**config.mk**
```make
export PLATFORM = sky130hd
export DESIGN_NAME = mtm_alu_frame_ctrl
export DESIGN_NICKNAME = d
export VERILOG_FILES = /design/src/rtl/mtm_alu_pkg.sv /design/src/rtl/mtm_alu_crc4_step.sv /design/src/rtl/mtm_alu_frame_ctrl.sv
export SDC_FILE = /design/constraint.sdc
export NUM_CORES = 1
export LEC_CHECK = 0
export BUFFER_PORTS_ARGS = -buffer_cell sky130_fd_sc_hd__buf_2
export CAP_MARGIN = 20
export CORE_ASPECT_RATIO = 1.1
export CORE_MARGIN = 5
export CORE_UTILIZATION = 55
export DETAILED_ROUTE_END_ITERATION = 7
export GPL_TIMING_DRIVEN = 1
export PLACE_DENSITY = 0.81
export SKIP_LAST_GASP = 1
export SLEW_MARGIN = 15
export SYNTH_ARGS = -nofsm -noshare
export SYNTH_HDL_FRONTEND = slang
export SYNTH_HIERARCHICAL = 1
export SYNTH_SLANG_ARGS = --single-unit
```
**constraint.sdc**
```tcl
create_clock -name clk -period 2.8 [get_ports clk]
set_input_delay 0.56 -clock clk [delete_from_list [all_inputs] [get_ports clk]]
set_output_delay 0.56 -clock clk [all_outputs]
set_load 0.05 [all_outputs]
```
**src/rtl/mtm_alu_pkg.sv**
```systemverilog
// Shared definitions for the MTM ALU frame path: opcodes, error bit positions,
// frame controller states and the CRC-4 polynomial.
package mtm_alu_pkg;

    localparam logic [2:0] OP_AND = 3'b000;
    localparam logic [2:0] OP_OR  = 3'b001;
    localparam logic [2:0] OP_ADD = 3'b100;
    localparam logic [2:0] OP_SUB = 3'b101;

    localparam int ERR_DATA_BIT = 2;
    localparam int ERR_CRC_BIT  = 1;
    localparam int ERR_OP_BIT   = 0;

    // x^4 + x + 1, x^4 term implicit
    localparam logic [3:0] CRC4_POLY = 4'b0011;

    typedef enum logic [1:0] {
        ST_COLLECT = 2'd0,
        ST_CHECK   = 2'd1,
        ST_HOLD    = 2'd2
    } frame_state_t;

    function automatic logic op_is_legal(input logic [2:0] op);
        return (op == OP_AND) || (op == OP_OR) || (op == OP_ADD) || (op == OP_SUB);
    endfunction

endpackage

```
**src/rtl/mtm_alu_crc4_step.sv**
```systemverilog
// One combinational CRC-4 update, MSB first, over either a full byte or the
// low nibble of data (bits8 = 0) for the trailing {1'b1, OP} field.
module mtm_alu_crc4_step
    import mtm_alu_pkg::*;
#(
    parameter logic [3:0] POLY = CRC4_POLY
) (
    input  logic [3:0] crc_in,
    input  logic [7:0] data,
    input  logic       bits8,
    output logic [3:0] crc_out
);

    logic [7:0] bits;

    // In nibble mode the payload is moved to the top so both modes consume from bit 7 down
    assign bits = bits8 ? data : {data[3:0], 4'h0};

    always_comb begin
        logic [3:0] crc;
        logic       fb;
        crc = crc_in;
        fb  = 1'b0;
        for (int i = 0; i < 8; i++) begin
            if (bits8 || (i < 4)) begin
                fb  = crc[3] ^ bits[7-i];
                crc = {crc[2:0], 1'b0} ^ (fb ? POLY : 4'h0);
            end
        end
        crc_out = crc;
    end

endmodule

```
**src/rtl/mtm_alu_frame_ctrl.sv**
```systemverilog
// Assembles deserializer packets into {B, A, OP} frames, validates length, CRC
// and opcode, and presents the result to the ALU core with a valid/ready handshake.
module mtm_alu_frame_ctrl
    import mtm_alu_pkg::*;
#(
    parameter int         DATA_PKTS = 8,
    parameter logic [3:0] CRC_POLY  = CRC4_POLY
) (
    input  logic        clk,
    input  logic        rst,
    input  logic [9:0]  packet,
    input  logic        data_valid,
    input  logic        core_ready,
    output logic        frame_valid,
    output logic [31:0] a_out,
    output logic [31:0] b_out,
    output logic [2:0]  op_out,
    output logic [2:0]  err_out,
    output logic        pkt_drop
);

    localparam logic [3:0] PKTS4 = 4'(DATA_PKTS);

    frame_state_t state_reg;
    logic [63:0]  shift_reg;
    logic [3:0]   cnt_reg;
    logic [3:0]   crc_reg;
    logic [3:0]   crc_rx_reg;
    logic [2:0]   op_reg;

    logic         is_cmd;
    logic [7:0]   crc_data;
    logic [3:0]   crc_next;
    logic [2:0]   err_next;
    logic         unused_stop;

    assign unused_stop = packet[0];
    assign is_cmd      = packet[9];
    // A command packet only contributes {1'b1, OP} to the CRC stream
    assign crc_data    = is_cmd ? {4'h0, 1'b1, packet[7:5]} : packet[8:1];

    mtm_alu_crc4_step #(
        .POLY    (CRC_POLY)
    ) u_crc_step (
        .crc_in  (crc_reg),
        .data    (crc_data),
        .bits8   (~is_cmd),
        .crc_out (crc_next)
    );

    always_comb begin
        err_next = 3'b000;
        if (cnt_reg != PKTS4) begin
            err_next[ERR_DATA_BIT] = 1'b1;
        end else if (crc_reg != crc_rx_reg) begin
            err_next[ERR_CRC_BIT] = 1'b1;
        end else if (!op_is_legal(op_reg)) begin
            err_next[ERR_OP_BIT] = 1'b1;
        end
    end

    always_ff @(posedge clk or negedge rst) begin
        if (!rst) begin
            state_reg   <= ST_COLLECT;
            shift_reg   <= '0;
            cnt_reg     <= '0;
            crc_reg     <= '0;
            crc_rx_reg  <= '0;
            op_reg      <= '0;
            frame_valid <= 1'b0;
            a_out       <= '0;
            b_out       <= '0;
            op_out      <= '0;
            err_out     <= '0;
            pkt_drop    <= 1'b0;
        end else begin
            pkt_drop <= 1'b0;
            case (state_reg)
                ST_COLLECT: begin
                    if (data_valid) begin
                        crc_reg <= crc_next;
                        if (!is_cmd) begin
                            shift_reg <= {shift_reg[55:0], packet[8:1]};
                            if (cnt_reg != 4'hF) begin
                                cnt_reg <= cnt_reg + 4'd1;
                            end
                        end else begin
                            op_reg     <= packet[7:5];
                            crc_rx_reg <= packet[4:1];
                            state_reg  <= ST_CHECK;
                        end
                    end
                end
                ST_CHECK: begin
                    pkt_drop    <= data_valid;
                    b_out       <= shift_reg[63:32];
                    a_out       <= shift_reg[31:0];
                    op_out      <= op_reg;
                    err_out     <= err_next;
                    frame_valid <= 1'b1;
                    state_reg   <= ST_HOLD;
                end
                ST_HOLD: begin
                    pkt_drop <= data_valid;
                    if (core_ready) begin
                        frame_valid <= 1'b0;
                        shift_reg   <= '0;
                        cnt_reg     <= '0;
                        crc_reg     <= '0;
                        state_reg   <= ST_COLLECT;
                    end
                end
                default: state_reg <= ST_COLLECT;
            endcase
        end
    end

endmodule

```
; Word-level counts from Yosys, hierarchy flattened
; Index checks and enable logic that the tools add are counted.
[word_totals]
mem_bits_ro = 0
in_bits = 14
ramBits = 0
mem_count = 0
output_inout_bits = 72
wordCells = 93
register_bits = 153
latch_bits = 0
[classes]
add_sub_neg = 1
div_mod_pow = 0
n_reduce_logical = 14
n_bitwise = 16
n_lt_le_gt_ge = 0
mul = 0
shifts = 0
muxes = 37
n_eq_ne = 13
[op_table]
columns = op, count
row1 = 64-bit 2-to-1 mux, 3
row2 = 64-bit case mux with 2 select lines, 1
row3 = 4-bit 2-to-1 mux, 9
row4 = 4-bit bitwise XOR, 8
row5 = 2-bit 2-to-1 mux, 12
row6 = 8-bit 2-to-1 mux, 2
row7 = 4-bit case mux with 2 select lines, 2
row8 = 2-bit inequality test (second input constant), 5
row9 = 3-bit AND reduction, 3
row10 = 4-bit inequality test (second input constant), 2
row11 = 1-bit bitwise XOR, 8
row12 = 3-bit equality test (second input constant), 2
row13 = 1-bit 2-to-1 mux, 6
row14 = 2-bit case mux with 3 select lines, 1
row15 = 5-bit AND reduction, 1
row16 = 4-bit by 1-bit adder with 4-bit output (second input constant), 1
row17 = 4-bit inequality test, 1
row18 = 4-bit AND reduction, 1
row19 = 2-bit nonzero test, 2
row20 = 3-bit by 1-bit equality test with 1-bit output (second input constant), 1
row21 = 3-bit logical NOT, 1
row22 = 1-bit logical OR, 3
row23 = 2-bit by 1-bit equality test with 1-bit output (second input constant), 1
row24 = 2-bit equality test (second input constant), 1
row25 = 4 further kinds, 4

; Depth between registers and ports, before layout
; Gate-level depths: netlist of run 1.
[depth]
ltp_word = 32
mapped_depth = 9
mapped_depth_nobuf = 7

; Modules after synthesis
; The synthesis of run 1 kept the hierarchy.
[by_module_without_submodules]
columns = mod, seq_area_each_um2, area_per_inst_um2, n_inst, cells_each
row1 = mtm_alu_frame_ctrl, 3828.7, 6503.7, 1, 457
row2 = mtm_alu_crc4_step, 0.0, 336.6, 1, 27

; Least setup slack after synthesis of run 1
; No wires, ideal clock.
[synth_timing]
path_type = in2reg
startpoint = input packet[9]
endpoint = register crc_reg[1]
t_arrival_ns = 2.276
path_stages = 8
path_buffers = 1
path_slack_ns = 0.401
t_required_ns = 2.677
setup_ns = 0.123
cell_sequence = clkbuf_1 > or2_2 > xnor3_1 > xnor3_1 > nand2_1 > xnor3_1 > a31oi_1 > o2bb2ai_1
[synth_via]
elab_chain_len = 22
word_cells_on_any_way = 32
classes_between = mux (16) / bitwise (16)
[synth_lines]
columns = item, line_no
row1 = start: declaration, mtm_alu_frame_ctrl.sv:11  ; input logic [9:0] packet,
row2 = 8-bit 2-to-1 mux (*), mtm_alu_frame_ctrl.sv:40  ; assign crc_data = is_cmd ? {4'h0, 1'b1, packet[7:5]} : packet[8:1];
row3 = net crc_data[3], mtm_alu_frame_ctrl.sv:32  ; logic [7:0] crc_data;
row4 = 8-bit 2-to-1 mux (*), mtm_alu_crc4_step.sv:17  ; assign bits = bits8 ? data : {data[3:0], 4'h0};
row5 = 1-bit bitwise XOR, mtm_alu_crc4_step.sv:26  ; fb = crc[3] ^ bits[7-i];
row6 = 2-bit 2-to-1 mux, mtm_alu_crc4_step.sv:27  ; crc = {crc[2:0], 1'b0} ^ (fb ? POLY : 4'h0);
row7 = 4-bit bitwise XOR (3 in a row), mtm_alu_crc4_step.sv:27
row8 = 1-bit bitwise XOR or 4-bit bitwise XOR (tied branches), "mtm_alu_crc4_step.sv:26, mtm_alu_crc4_step.sv:27"
row9 = 2-bit 2-to-1 mux or 1-bit bitwise XOR (tied branches), "mtm_alu_crc4_step.sv:27, mtm_alu_crc4_step.sv:26"
row10 = (+6 left out), n/a
row11 = 2-bit 2-to-1 mux or 4-bit 2-to-1 mux (tied branches), "mtm_alu_crc4_step.sv:27, mtm_alu_crc4_step.sv:25"
row12 = 4-bit bitwise XOR or 1-bit bitwise XOR (tied branches), "mtm_alu_crc4_step.sv:27, mtm_alu_crc4_step.sv:26"
row13 = 4-bit 2-to-1 mux (*), mtm_alu_crc4_step.sv:25  ; if (bits8 || (i < 4)) begin
row14 = 4-bit bitwise XOR, mtm_alu_crc4_step.sv:27
row15 = 4-bit 2-to-1 mux (*), mtm_alu_crc4_step.sv:25
row16 = net crc_next[1], mtm_alu_frame_ctrl.sv:33  ; logic [3:0] crc_next;
row17 = 4-bit 2-to-1 mux (*), mtm_alu_frame_ctrl.sv:80  ; if (data_valid) begin
row18 = 4-bit case mux with 2 select lines (*), mtm_alu_frame_ctrl.sv:78  ; case (state_reg)
row19 = end signal: assignment, mtm_alu_frame_ctrl.sv:81  ; crc_reg <= crc_next;
row20 = end: declaration, mtm_alu_frame_ctrl.sv:27  ; logic [3:0] crc_reg;
; Mark *: on every way through the listed nets, which the timed path passes. The rest lies on a longest branch. The select of a mux whose other input is x is not followed.
; A chain may end at the register's enable or synchronous reset.

; Final worst setup path of run 1
[layout_timing]
startpoint = register state_reg[1]
endpoint = register shift_reg[2]
[layout_via]
elab_chain_len = 3
word_cells_on_any_way = 8
classes_between = eq/ne (4) / mux (1) / reduce/logical (3)
[layout_lines]
columns = item, line_no
row1 = start: declaration, mtm_alu_frame_ctrl.sv:24  ; frame_state_t state_reg;
row2 = start signal: assignment, mtm_alu_frame_ctrl.sv:64  ; state_reg <= ST_COLLECT;
row3 = start signal: assignment, mtm_alu_frame_ctrl.sv:90  ; state_reg <= ST_CHECK;
row4 = start signal: assignment, mtm_alu_frame_ctrl.sv:101  ; state_reg <= ST_HOLD;
row5 = 2-bit equality test or 2-bit logical NOT (tied branches), mtm_alu_frame_ctrl.sv:78
row6 = 2-bit inequality test (no line) or 2-bit nonzero test (tied branches), n/a
row7 = 4-bit AND reduction (no line), n/a
row8 = end signal: assignment, mtm_alu_frame_ctrl.sv:83  ; shift_reg <= {shift_reg[55:0], packet[8:1]};
row9 = end: declaration, mtm_alu_frame_ctrl.sv:25  ; logic [63:0] shift_reg;
; Several ways; a longest one is shown, not always the timed one.

==> metrics.log, run 1 <==
[metrics] critical path data required time: 3.10 ns
[metrics] Max Root-Sink Buffers: 2
[metrics] chip height: about 130 um
[metrics] outcome: finished clean
[metrics] final instance count without filler cells: between 700 and 800
[metrics] CTS H-tree depth: 4
[metrics] final period utilization: 0.801
[metrics] final clock skew: 0.00539 ns
[metrics] antenna diode count: 0
[metrics] length of routed wiring on met1: around 5600 um
[metrics] post-CTS resize count: 0
[metrics] clock period minus worst slack: 2.24 ns
[metrics] I/O pin count: between 80 and 90
[metrics] drt total wl: ~13,000 um
[metrics] count of cell types in the netlist: between 40 and 50
[metrics] CP Data Arrival Time: roughly 2.5 ns
[metrics] met2 WL: between 6000 and 7000 um
[metrics] syn nets: ~500
[metrics] number of port buffers: between 80 and 90
[metrics] type of destination of the critical path: flip-flop
[metrics] wire length per cell after detailed routing: around 17 um
[metrics] peak clock frequency supported by timing: 446 MHz
[metrics] worst slew margin relative to its limit: 0.624
[metrics] Avg Cell Area, Syn: ~14 um^2
[metrics] dpl hpwl: between 8000 and 9000 um
[metrics] number of flip-flops in the largest register: 64
[metrics] die width: about 120 um
[metrics] sum of met3 wire segment lengths after detailed routing: ~540 um
[metrics] unrepaired setup endpoints after global routing: no
[metrics] highest routing layer actually used: met4
[metrics] type of the worst setup path: reg -> reg
[metrics] TritonCTS clock tree: yes
[metrics] element type at the critical path start: flip-flop
[metrics] gate count of the mapped netlist: 484
[metrics] Layout area overhead: 17.0%
[metrics] number of global-route vias before repair: 4,215
[metrics] net count of the finished layout: roughly 590
[metrics] floorplan die area: about 15,000 um^2
[metrics] number of max-capacitance violations reported: 0
[metrics] clock root buffer: clkbuf_16
[metrics] wire length of the first global-routing pass: approximately 21,000 um
[metrics] Cell Area, Synth: 6840 um^2
[metrics] DR iter-0 viols: about 270
[metrics] fraction of the yosys area taken by sequential cells: 0.560
[metrics] area inside the core boundary: approximately 12,000 um^2
[metrics] maximum number of pins on one net before global-route repair: 65
[metrics] clock-pin slew reported for the worst setup and hold paths after clock tree synthesis: approximately 0.060 ns
[metrics] final count of negative-setup-slack endpoints: 0
[metrics] remaining number of nets flagged by the antenna check after routing: 0
[metrics] Via-to-Cell Ratio: roughly 5.4
[metrics] Sink Count: ~150
[metrics] number of buffers inserted by post-CTS setup repair: 0
[metrics] filler instances: approximately 870
[metrics] final weighted congestion in routability-driven placement: a little over 0.8
[metrics] crit path max fanout: 64
[metrics] Placed Cells: between 700 and 800
[metrics] total negative slack for setup checks: 0 ns
[metrics] std cell rows: 42
[metrics] clock latency reported for the late side of the worst-skew pair: ~0.42 ns
[metrics] starting utilization of the core area: 0.563
[metrics] total clock buffers created by CTS: 17
[metrics] total iterations of the first detailed-routing run: 4
[metrics] ratio of cells with drive above 1 in the final layout: 0.470
[metrics] class of the tightest hold or removal check: in -> async
[metrics] Vias: roughly 4,000
[metrics] number of hold buffers added after CTS: 0
[metrics] number of warning messages in the yosys log: 6
[metrics] total global routing track utilization: 0.185
[metrics] DRC Markers: 0
[metrics] R2R setup slack: 0.56 ns
[metrics] final number of hold-violating endpoints: 0
[metrics] transition time at the pin with the least slew margin: roughly 0.56 ns
[metrics] Slew Viols, Final: 0
[metrics] Seq cells post-synth: ~150
[metrics] number of antenna violations at the first check in global routing: 0
[metrics] global route total overflow: 0
[final timing paths]
kind / endpoint / depth (start not counted) / from
min: shift_reg[62] / 1 / rst
max reg2reg: shift_reg[2] / 6 / state_reg[1]
min in group clk: frame_valid / 2 / core_ready
min reg2reg: err_out[1] / 1 / err_out[1]
max in group asynchronous: frame_valid / 2 / rst
max: shift_reg[2] / 6 / state_reg[1]
[Yosys cell counts (all sizes together)]
master / n / area, um^2
a2111o: 1 / 11.3
a2111oi: 1 / 8.76
a211oi: 3 / 22.5
a21o: 2 / 15.0
a21oi: 3 / 26.3
a22o: 1 / 8.76
a31oi: 4 / 25.0
and2: 1 / 6.26
and3b: 1 / 8.76
and4: 1 / 8.76
buf: 17 / 131
clkbuf: 10 / 37.5
dfrtp: 153 / 3830
ha: 5 / 62.6
inv: 10 / 37.5
mux2: 142 / 1600
mux2i: 7 / 86.3
nand2: 3 / 11.3
nand2b: 2 / 12.5
nand3: 2 / 10.0
nand4: 1 / 6.26
nand4b: 1 / 8.76
nor2: 3 / 11.3
nor2b: 73 / 457
nor4: 1 / 6.26
o21a: 3 / 22.5
o21ai: 1 / 5.00
o22ai: 1 / 6.26
o2bb2ai: 5 / 43.8
o32a: 1 / 10.0
or2: 2 / 12.5
xnor2: 11 / 96.3
xnor3: 5 / 113
xor2: 6 / 60.1
xor3: 1 / 23.8
[through the flow]
step / worst slack, ns / util / hold WS [ns] / area [um^2]
CTS: 0.541 / 0.659 / 0.115 / 8000
global route: 0.419 / 0.659 / 0.153 / 8000
floorplan: 0.401 / - / 0.264 / 6840
global placement: 0.303 / 0.610 / 0.469 / 7400
detailed placement: 0.244 / 0.610 / 0.480 / 7400
finish: 0.557 / 0.659 / 0.110 / 8000
[final cells by class]
class / count / area, um^2 / share of cell area
Clock buffer: 20 / 457 / 0.0571
Sequential cell: 153 / 3830 / 0.479
Tap cell: 154 / 193 / 0.0241
Inverter: 10 / 37.5 / 0.00469
Multi-Input combinational cell: 294 / 2820 / 0.353
Clock inverter: 12 / 140 / 0.0175
Timing Repair Buffer: 92 / 524 / 0.0655
[per-layer routing]
metal / vias to the layer above / track usage
li1: 1847 / -
met4: 0 / 0.0737
met3: 21 / 0.0476
met2: 71 / 0.295
met5: - / 0
met1: 2029 / 0.243
[cells in the final DEF (no fill, tap or decap), drive strengths merged]
cell type,instances
and4,1
nand2b,2
xnor2,11
a22o,1
nand4b,1
xnor3,5
clkinv,4
mux2,142
ha,5
o21a,3
or2,2
and3b,1
a31oi,4
xor3,1
nand3,2
dfrtp,153
a211oi,3
a2111o,1
nand4,1
nor2,3
o2bb2ai,5
o21ai,1
o32a,1
a21oi,3
xor2,6
nand2,3
nor4,1
inv,13
a21o,2
buf,92
a2111oi,1
bufinv,2
o22ai,1
mux2i,7
clkinvlp,3
and2,1
clkbuf,20
nor2b,73
[worst max-delay path, cell delays in order (launching register included)]
cell and delay (ns):
dfrtp_1 0.39, inv_1 0.15, ha_1 0.42, mux2i_2 0.22, a21oi_4 0.18, buf_12 0.32, mux2_2 0.39
[logic make-up after synthesis]
family | synth area share
xor+xnor | 0.0428
fa+ha+maj | 0.00915
mux | 0.246
buf+inv | 0.0302
flops | 0.560
simple gates | 0.0818
compound gates | 0.0300
Power of run 1 is left out: the tool's default activity adds up to more than one toggle a clock period on the data nets, which glitch-free logic cannot reach.
==> inputs of run 2 (changes only) <==
--- a/config.mk
+++ b/config.mk
@@ -9,7 +9,7 @@
 export CAP_MARGIN = 20
 export CORE_ASPECT_RATIO = 1.1
 export CORE_MARGIN = 5
-export CORE_UTILIZATION = 55
+export CORE_UTILIZATION = 52
 export DETAILED_ROUTE_END_ITERATION = 7
 export GPL_TIMING_DRIVEN = 1
 export PLACE_DENSITY = 0.81
==> constraint.sdc (replaced) <==
create_clock -name clk -period 2 [get_ports clk]
set_input_delay 0.4 -clock clk [delete_from_list [all_inputs] [get_ports clk]]
set_output_delay 0.4 -clock clk [all_outputs]
set_load 0.05 [all_outputs]
==> metrics.log, run 2 (synthesized netlist as in run 1, its figures left out) <==
[metrics] utilization of the core after routing: 0.641
[metrics] dpl hpwl: ~9000 um
[metrics] Storage cell area: approximately 3800 um^2
[metrics] number of antenna violations at the first check in global routing: 0
[metrics] ratio of cells with drive above 1 in the final layout: 0.499
[metrics] die width: around 120 um
[metrics] std cell rows: 44
[metrics] net count of the finished layout: 615
[metrics] commonest cells after routing, fill and taps aside: dfrtp_1, mux2_2, buf_2
[metrics] type of destination of the critical path: flip-flop
[metrics] most common cell after layout, fill and taps aside: dfrtp_1
[metrics] remaining number of nets flagged by the antenna check after routing: 0
[metrics] peak clock frequency supported by timing: about 530 MHz
[metrics] total global routing track utilization: 0.180
[metrics] element type at the critical path start: flip-flop
[metrics] Layout area overhead: 22.2%
[metrics] number of global-route vias before repair: ~4,400
[metrics] final number of hold-violating endpoints: 0
[metrics] DR iter-0 viols: just under 200
[metrics] clock latency reported for the late side of the worst-skew pair: ~0.42 ns
[metrics] crit path max fanout: 4
[metrics] I/O pin count: 86
[metrics] CP Data Arrival Time: between 2 and 2.5 ns
[metrics] wire length of the first global-routing pass: roughly 22,000 um
[metrics] number of max-capacitance violations reported: 0
[metrics] Via-to-Cell Ratio: ~5.3
[metrics] starting utilization of the core area: 0.524
[metrics] TritonCTS clock tree: yes
[metrics] critical path's most frequent cell: xnor3_1
[metrics] final weighted congestion in routability-driven placement: between 0.8 and 0.9
[metrics] filler instances: about 950
[metrics] number of flip-flops in the largest register: 64
[metrics] clock root buffer: clkbuf_16
[metrics] worst path bufs/invs: 0
[metrics] class of the tightest hold or removal check: in -> reg
[metrics] Vias: 4,109
[metrics] number of port buffers: 84
[metrics] Sink Count: between 150 and 200
[metrics] Critical Path Slowest Stage Cell: dfrtp_1
[metrics] total negative slack for setup checks: 0 ns
[metrics] transition time at the pin with the least slew margin: approximately 0.53 ns
[metrics] type of the worst setup path: reg -> reg
[metrics] wire length per cell after detailed routing: 17.3 um
[metrics] DRC Markers: 0
[metrics] dominant delay contributor by cell family on the critical path: XOR/XNOR gates
[metrics] final count of negative-setup-slack endpoints: 0
[metrics] placement-stage worst setup slack: -0.248 ns
[metrics] global route total overflow: 0
[metrics] total clock buffers created by CTS: 17
[metrics] multi-input logic area: between 2000 and 3000 um^2
[metrics] drt total wl: approximately 13,000 um
[metrics] Slew Viols, Final: 0
[metrics] Crit path largest cell delay: between 0.4 and 0.5 ns
[metrics] area inside the core boundary: approximately 13,000 um^2
[metrics] final clock skew: ~0.0070 ns
[metrics] final setup margin: 0.0957 ns
[metrics] worst slew margin relative to its limit: 0.644
[metrics] outcome: finished clean
[metrics] final period utilization: 0.952
[metrics] worst hold-check slack: roughly 0.24 ns
[metrics] total iterations of the first detailed-routing run: 4
[metrics] CTS H-tree depth: 4
[metrics] floorplan die area: 15,600 um^2
[metrics] Critical Path, Cell by Cell: xnor3_1 > xnor3_1 > nand2_1 > xnor3_1 > a31oi_1 > o2bb2ai_1
[metrics] chip height: around 130 um
[metrics] antenna diode count: 0
[metrics] Max Root-Sink Buffers: 2
[metrics] maximum number of pins on one net before global-route repair: between 70 and 80
[metrics] clock period minus worst slack: between 1.5 and 2 ns
[metrics] critical path data required time: 2.30 ns
[metrics] clock-pin slew reported for the worst setup and hold paths after clock tree synthesis: 0.06 ns
-- run 2: worst paths after layout --
kind | start | end | slack [ns] | cells past startpoint
worst max-delay path | crc_reg[0] | crc_reg[1] | 0.1 | 6
worst min-delay path | core_ready | frame_valid | 0.24 | 2
worst max register to register | crc_reg[0] | crc_reg[1] | 0.1 | 6
worst min register to register | err_out[1] | err_out[1] | 0.49 | 1
max in group asynchronous | rst | b_out[8] | 0.85 | 3
min in group asynchronous | rst | b_out[31] | 0.50 | 2
-- run 2: metal layers --
metal | global-route usage | vias to the layer above | routed length, um
met5 | 0 | - | 0
met1 | 0.222 | 2113 | 5760
met2 | 0.308 | 88 | 6930
met4 | 0.0532 | 0 | 104
li1 | - | 1899 | -
met3 | 0.0581 | 9 | 556
-- run 2: layout make-up --
cell class / count / area share
clock buffers: 18 / 0.0525
clock inverters: 14 / 0.0223
inverters: 10 / 0.00449
multi-input cells: 294 / 0.341
flip-flops and latches: 153 / 0.458
well taps: 161 / 0.0241
repair buffers: 120 / 0.0978
-- run 2: worst reg2reg max path, cell delays in order, from the launching register on --
cell and delay [ns]:
dfrtp_1 0.44, xnor3_1 0.41, xnor3_1 0.22, nand2_1 0.09, xnor3_1 0.38, a31oi_1 0.15
o2bb2ai_1 0.09
-- run 2: through the flow --
| stage | area [um^2] | cells |
|---|---|---|
| after floorplan | 6870 | 484 |
| after global placement | 7660 | 734 |
| after detailed placement | 7660 | 734 |
| after CTS | 8300 | 767 |
| after global routing | 8360 | 770 |
| final | 8360 | 770 |
-- run 2: repair_timing --
action / in CTS / in global routing
hold buffers: 1 / 0
hold endpoints to repair: 53 / 0
setup buffers: 0 / 2
setup endpoints to repair: 64 / 63
resized for setup: 1 / 1
gates cloned: 0 / 1
Power of run 2 is left out for the same reason.
